### src/rtl/fsm_dispatch_pkg.sv
// Shared definitions for the field dispatcher: state encodings, word layout,
// index width and varint length limit.
package fsm_dispatch_pkg;

    localparam int IDX_W      = 10;
    localparam int WORD_W     = 10;
    localparam int LAST_BIT   = 9;
    localparam int VARINT_BIT = 8;
    localparam int BYTE_W     = 8;
    localparam int VARINT_MAX = 10;
    localparam int CNT_W      = 4;

    typedef enum logic [7:0] {
        INIT      = 8'b0000_0001,
        WAIT_DATA = 8'b0000_0010,
        POP       = 8'b0000_0100,
        LATCH     = 8'b0000_1000,
        V_PUSH    = 8'b0001_0000,
        R_PUSH    = 8'b0010_0000,
        V_FULL    = 8'b0100_0000,
        R_FULL    = 8'b1000_0000
    } state_t;

endpackage

### src/rtl/dispatch_index_ctr.sv
// Field index and varint byte counter; the index advances after a field's last
// byte is pushed, and the overflow flag is sticky until reset.
module dispatch_index_ctr
    import fsm_dispatch_pkg::*;
(
    input  logic             clk,
    input  logic             reset,
    input  logic             clr,
    input  logic             push,
    input  logic             push_last,
    input  logic             push_varint,
    output logic [IDX_W-1:0] index,
    output logic             overflow
);

    logic [CNT_W-1:0] byte_cnt;

    always_ff @(posedge clk or negedge reset) begin
        if (!reset) begin
            index    <= '0;
            byte_cnt <= '0;
            overflow <= 1'b0;
        end else if (clr) begin
            index    <= '0;
            byte_cnt <= '0;
        end else if (push) begin
            if (push_last) begin
                // Natural 10-bit wrap takes 1023 back to 0.
                index    <= index + 1'b1;
                byte_cnt <= '0;
            end else if (push_varint) begin
                if (byte_cnt != '1) begin
                    byte_cnt <= byte_cnt + 1'b1;
                end
                if (byte_cnt >= CNT_W'(VARINT_MAX)) begin
                    overflow <= 1'b1;
                end
            end
        end
    end

endmodule

### src/rtl/fsm_dispatch.sv
// Pulls tagged bytes from the input FIFO and routes each one to the varint or
// raw downstream FIFO, stamping it with the index of the field it belongs to.
module fsm_dispatch
    import fsm_dispatch_pkg::*;
(
    input  logic             clk,
    input  logic             reset,
    input  logic             in_fifo_empty,
    input  logic [9:0]       in_fifo_q,
    output logic             in_fifo_pop,
    output logic             in_fifo_clr,
    input  logic             varint_fifo_full,
    input  logic             raw_fifo_full,
    output logic             varint_fifo_push,
    output logic             raw_fifo_push,
    output logic [7:0]       varint_fifo_d,
    output logic [7:0]       raw_fifo_d,
    output logic [9:0]       varint_in_index_d,
    output logic [9:0]       raw_data_in_index_d,
    output logic             varint_overflow,
    output logic [7:0]       state_dbg
);

    state_t            state, state_next;
    logic [WORD_W-1:0] latch_q;
    logic              v_push, r_push;
    logic [IDX_W-1:0]  index;

    always_ff @(posedge clk or negedge reset) begin
        if (!reset) begin
            state <= INIT;
        end else begin
            state <= state_next;
        end
    end

    always_ff @(posedge clk or negedge reset) begin
        if (!reset) begin
            latch_q <= '0;
        end else if (state == INIT) begin
            latch_q <= '0;
        end else if (state == LATCH) begin
            latch_q <= in_fifo_q;
        end
    end

    // Handshake: a downstream push is a one-cycle strobe that only fires while
    // that FIFO's full is low; a full seen in a push state falls back to the stall.
    always_comb begin
        state_next = state;
        v_push     = 1'b0;
        r_push     = 1'b0;
        case (state)
            INIT:      state_next = WAIT_DATA;
            WAIT_DATA: if (!in_fifo_empty) state_next = POP;
            POP:       state_next = LATCH;
            LATCH: begin
                if (in_fifo_q[VARINT_BIT]) begin
                    state_next = varint_fifo_full ? V_FULL : V_PUSH;
                end else begin
                    state_next = raw_fifo_full ? R_FULL : R_PUSH;
                end
            end
            V_FULL:    if (!varint_fifo_full) state_next = V_PUSH;
            R_FULL:    if (!raw_fifo_full) state_next = R_PUSH;
            V_PUSH: begin
                if (varint_fifo_full) begin
                    state_next = V_FULL;
                end else begin
                    v_push     = 1'b1;
                    state_next = WAIT_DATA;
                end
            end
            R_PUSH: begin
                if (raw_fifo_full) begin
                    state_next = R_FULL;
                end else begin
                    r_push     = 1'b1;
                    state_next = WAIT_DATA;
                end
            end
            default:   state_next = INIT;
        endcase
    end

    dispatch_index_ctr u_index_ctr (
        .clk         (clk),
        .reset       (reset),
        .clr         (state == INIT),
        .push        (v_push | r_push),
        .push_last   (latch_q[LAST_BIT]),
        .push_varint (latch_q[VARINT_BIT]),
        .index       (index),
        .overflow    (varint_overflow)
    );

    assign in_fifo_pop         = reset && (state == POP);
    assign in_fifo_clr         = reset && (state == INIT);
    assign varint_fifo_push    = reset && v_push;
    assign raw_fifo_push       = reset && r_push;
    assign varint_fifo_d       = varint_fifo_push ? latch_q[BYTE_W-1:0] : '0;
    assign raw_fifo_d          = raw_fifo_push ? latch_q[BYTE_W-1:0] : '0;
    assign varint_in_index_d   = varint_fifo_push ? index : '0;
    assign raw_data_in_index_d = raw_fifo_push ? index : '0;
    assign state_dbg           = state;

endmodule
### config.mk
export PLATFORM = sky130hd
export DESIGN_NAME = fsm_dispatch
export DESIGN_NICKNAME = d
export VERILOG_FILES = /design/src/rtl/fsm_dispatch_pkg.sv /design/src/rtl/dispatch_index_ctr.sv /design/src/rtl/fsm_dispatch.sv
export SDC_FILE = /design/constraint.sdc
export NUM_CORES = 1
export LEC_CHECK = 0
export ABC_AREA = 1
export BUFFER_PORTS_ARGS = -buffer_cell sky130_fd_sc_hd__buf_4
export CORE_MARGIN = 2
export CORE_UTILIZATION = 47
export CTS_BUF_LIST = sky130_fd_sc_hd__clkbuf_16
export CTS_CLUSTER_SIZE = 12
export DETAILED_ROUTE_END_ITERATION = 8
export GPL_TIMING_DRIVEN = 1
export PLACE_DENSITY = 0.77
export SYNTH_ARGS = -nofsm -noshare
export SYNTH_HDL_FRONTEND = slang
export SYNTH_SLANG_ARGS = --single-unit
export TNS_END_PERCENT = 50
### constraint.sdc
create_clock -name clk -period 1.5 [get_ports clk]
set_input_delay 0.225 -clock clk [delete_from_list [all_inputs] [get_ports clk]]
set_output_delay 0.225 -clock clk [all_outputs]
set_load 0.02 [all_outputs]
==> key figures <==
Timing
  • RSZ-0062 raised after global routing: yes
  • Hold slack: 0.00565 ns
  • Setup ws final: -0.456 ns
  • Final setup vio count: 69
  • Crit share post-route: 130%
  • Max Slew Vio Count: 0
  • Worst Tran Pin Value: 0.359 ns
  • Normalized max-slew margin: 76.0%
  • Min Clock Period, post-route: 1.96 ns
  • Clock skew: 0.00421 ns
  • Max Clock Freq: 511 MHz
  • Final hold violation count: 0

Job
  • Max cap viols: 0

Yosys
  • Syn_nets: 315
  • Largest family of logic cells by synthesized area: simple AND/OR/NAND/NOR gates
  • Yosys warning total: 0
  • Yosys reg bits: 33
  • Post-Syn Area per Cell: 7.14 sq um
  • Adder-cell share of the synthesized area: 1.77%
  • Multiplexer share of the synthesized area: 0%
  • Synth Instances: 297
  • Simple-gate share of the synthesized area: 44.9%
  • Post-synthesis sequential area ratio: 39.0%
  • Mapped Area: 2120 sq um
  • Yosys cell types: 28
  • Compound-gate portion of the synthesized area: 3.54%
  • Xor/xnor share of the synthesized area: 1.24%

Clock network
  • Clock Tree Root: clkbuf_16
  • TritonCTS clock tree: yes
  • Clock sink count: 33
  • Clock-pin slew on the worst setup and hold paths: 0.05 ns
  • Max Root-Sink Buffers: 2
  • Total CTS buffers: 5
  • H-tree depth: 2
  • Clk_lat worst skew: 0.28 ns

Finish
  • Area growth from synthesis to layout: 64.9%
  • Nets: 413
  • Diode count: 0
  • Layout cells sized above 1: 44.6%

Floorplanning
  • Die area: 5070 sq um
  • Initial Util: 48.7%
  • Chip height: 71.2 um
  • Top Ports: 64
  • Core Area: 4350 sq um
  • # rows: 24
  • Die X: 71.2 um

Placed design
  • DP HPWL: 4.35 mm
  • GPL Wtd Cong: 0.877
  • # port buffers: 63

GRT
  • Total grt overflow: 0
  • Largest net degree at the start of global routing: 20
  • Total GRT Usage: 25.7%
  • Number of global-route vias before repair: 2317
  • First-pass GRT wire length: 10.3 mm
  • Initial antenna violation count: 0

Detailed routing
  • WL/cell: 14.2 um
  • Vias per cell: 5.23
  • Number of remaining DRC errors: 0
  • Initial detailed-routing violation count: 161
  • Via count: 2336
  • TritonRoute pass-1 iters: 4
  • Post-DRT Antenna Nets: 0
  • Final wirelength: 6.33 mm

Power
  • Worst IR drop on VDD: 0.000745 V
  • Clock power frac: 24.6%
  • Pwr Density: 1110 nW/um^2
  • Combinational fraction of design power: 46.2%
  • Design Power: 3890 uW
  • Reg power frac: 29.2%
  • Power Internal: 2330 uW
  • Sw frac: 40.2%
  • Pleak: 0.00162 uW
  • Switching power: 1560 uW

Setup path
  • Worst setup path class: reg -> out
  • Setup crit start kind: flip-flop
  • Crit. End Element: output pin
  • Req. time, crit path: 1.27 ns
  • Crit path max fanout: 8
  • CP Data Arrival Time: 1.73 ns

Status
  • Run status: finished with violations
  • Violated checks: setup timing

Worst hold path
  • Hold Crit Class: in -> async
==> final cells by class <==
cell class	count	area (sq um)
inverter	43	166
clock inverter	2	7.51
timing repair buffer	96	908
sequential	33	833
clock buffer	5	125
tap	52	65.1
fill	287	855
multi-input combinational	216	1390
==> metrics by stage <==
stage               TNS [ns]  utilization (%)  instance area (sq um)  setup WS (ns)  cells
floorplan              -3.62                -                   2290         -0.105    297
global placement       -1.34             69.7                   3040        -0.0447    435
detailed placement     -3.05             69.7                   3040        -0.0894    435
CTS                   -14.22             78.0                   3400         -0.386    445
global route          -23.14             80.4                   3500         -0.512    447
finish                -17.97             80.4                   3500         -0.456    447
==> sequential cells by signal, summed over array words and instances (netlist names) <==
name,cells
u_index_ctr.overflow,1
u_index_ctr.byte_cnt,4
u_index_ctr.index,10
state_dbg,8
latch_q,10
==> routing by layer <==
metal | share of wire, % | global-route usage (%) | vias to the layer above | routed length (um)
met5 | 0 | 0 | - | 0
met4 | 1.8 | 8.60 | 0 | 117
met3 | 6.3 | 5.70 | 11 | 396
met2 | 53 | 46.2 | 82 | 3340
met1 | 39 | 30.0 | 1116 | 2470
li1 | - | - | 1127 | -
==> timing repair <==
item                       in CTS  in global routing
hold endpoints to repair       13                  0
gates resized for setup        55                 20
buffers inserted                2                  2
hold buffers                    1                  0
pin swaps                       3                  6
setup endpoints to repair      66                 70
==> final timing paths <==
kind	startpoint	endpoint	slack (ns)	depth (start not counted)
max in group asynchronous	reset	state_dbg[0]	0.72	3
worst max-delay path	state_dbg[2]	varint_fifo_d[6]	-0.46	7
worst min register to register	u_index_ctr.overflow	u_index_ctr.overflow	0.49	2
min in group clk	in_fifo_q[4]	latch_q[4]	0.16	3
worst min-delay path	reset	u_index_ctr.overflow	0.006	2
worst max register to register	state_dbg[2]	u_index_ctr.byte_cnt[3]	-0.12	11
==> logic make-up after synthesis <==
logic type,after synthesis
AO/OA/AOI/OAI,15
XOR/XNOR,3
adder cells (fa/ha/maj),3
buffers and inverters,48
flip-flops,33
AND/OR/NAND/NOR,195
==> Yosys cell counts (all sizes together) <==
cell type,instances,area (sq um)
nand2,76,318
nor2,68,292
inv,43,164
dfrtp,32,801
nand3,31,203
nand4,12,75.1
o21ai,12,60.1
nor3,5,47.5
buf,4,35.0
a21oi,3,15.0
ha,3,37.5
xor2,3,26.3
or2,2,12.5
and3,1,6.26
clkbuf,1,3.75
dfstp,1,26.3
==> critical path, cell delays in order (launching register included) <==
cell and delay (ns):
dfrtp_2 0.42, nor2_4 0.15, nand2_4 0.09, nor3_4 0.26
nand3_4 0.13, buf_12 0.18, nor2_4 0.09, buf_6 0.12
==> power groups by stage <==
stage          combinational [uW]  sequential [uW]  clock (uW)
5_1_grt                      1940             1150         987
2_1_floorplan                 933             1200           0
4_1_cts                      1680             1140         960
6_report                     1800             1140         956
3_3_place_gp                 1560             1140           0
3_5_place_dp                 1600             1150           0
==> cell usage in the layout (no fill, tap or decap), drive strengths merged, types with 5 or more instances in the layout <==
| master | count |
|---|---|
| clkbuf | 5 |
| nand2 | 76 |
| nand4 | 12 |
| nand3 | 31 |
| inv | 44 |
| o21ai | 12 |
| buf | 95 |
| nor2 | 68 |
| nor3 | 5 |
| dfrtp | 32 |
No activity file was read; power rests on OpenSTA's default activity.
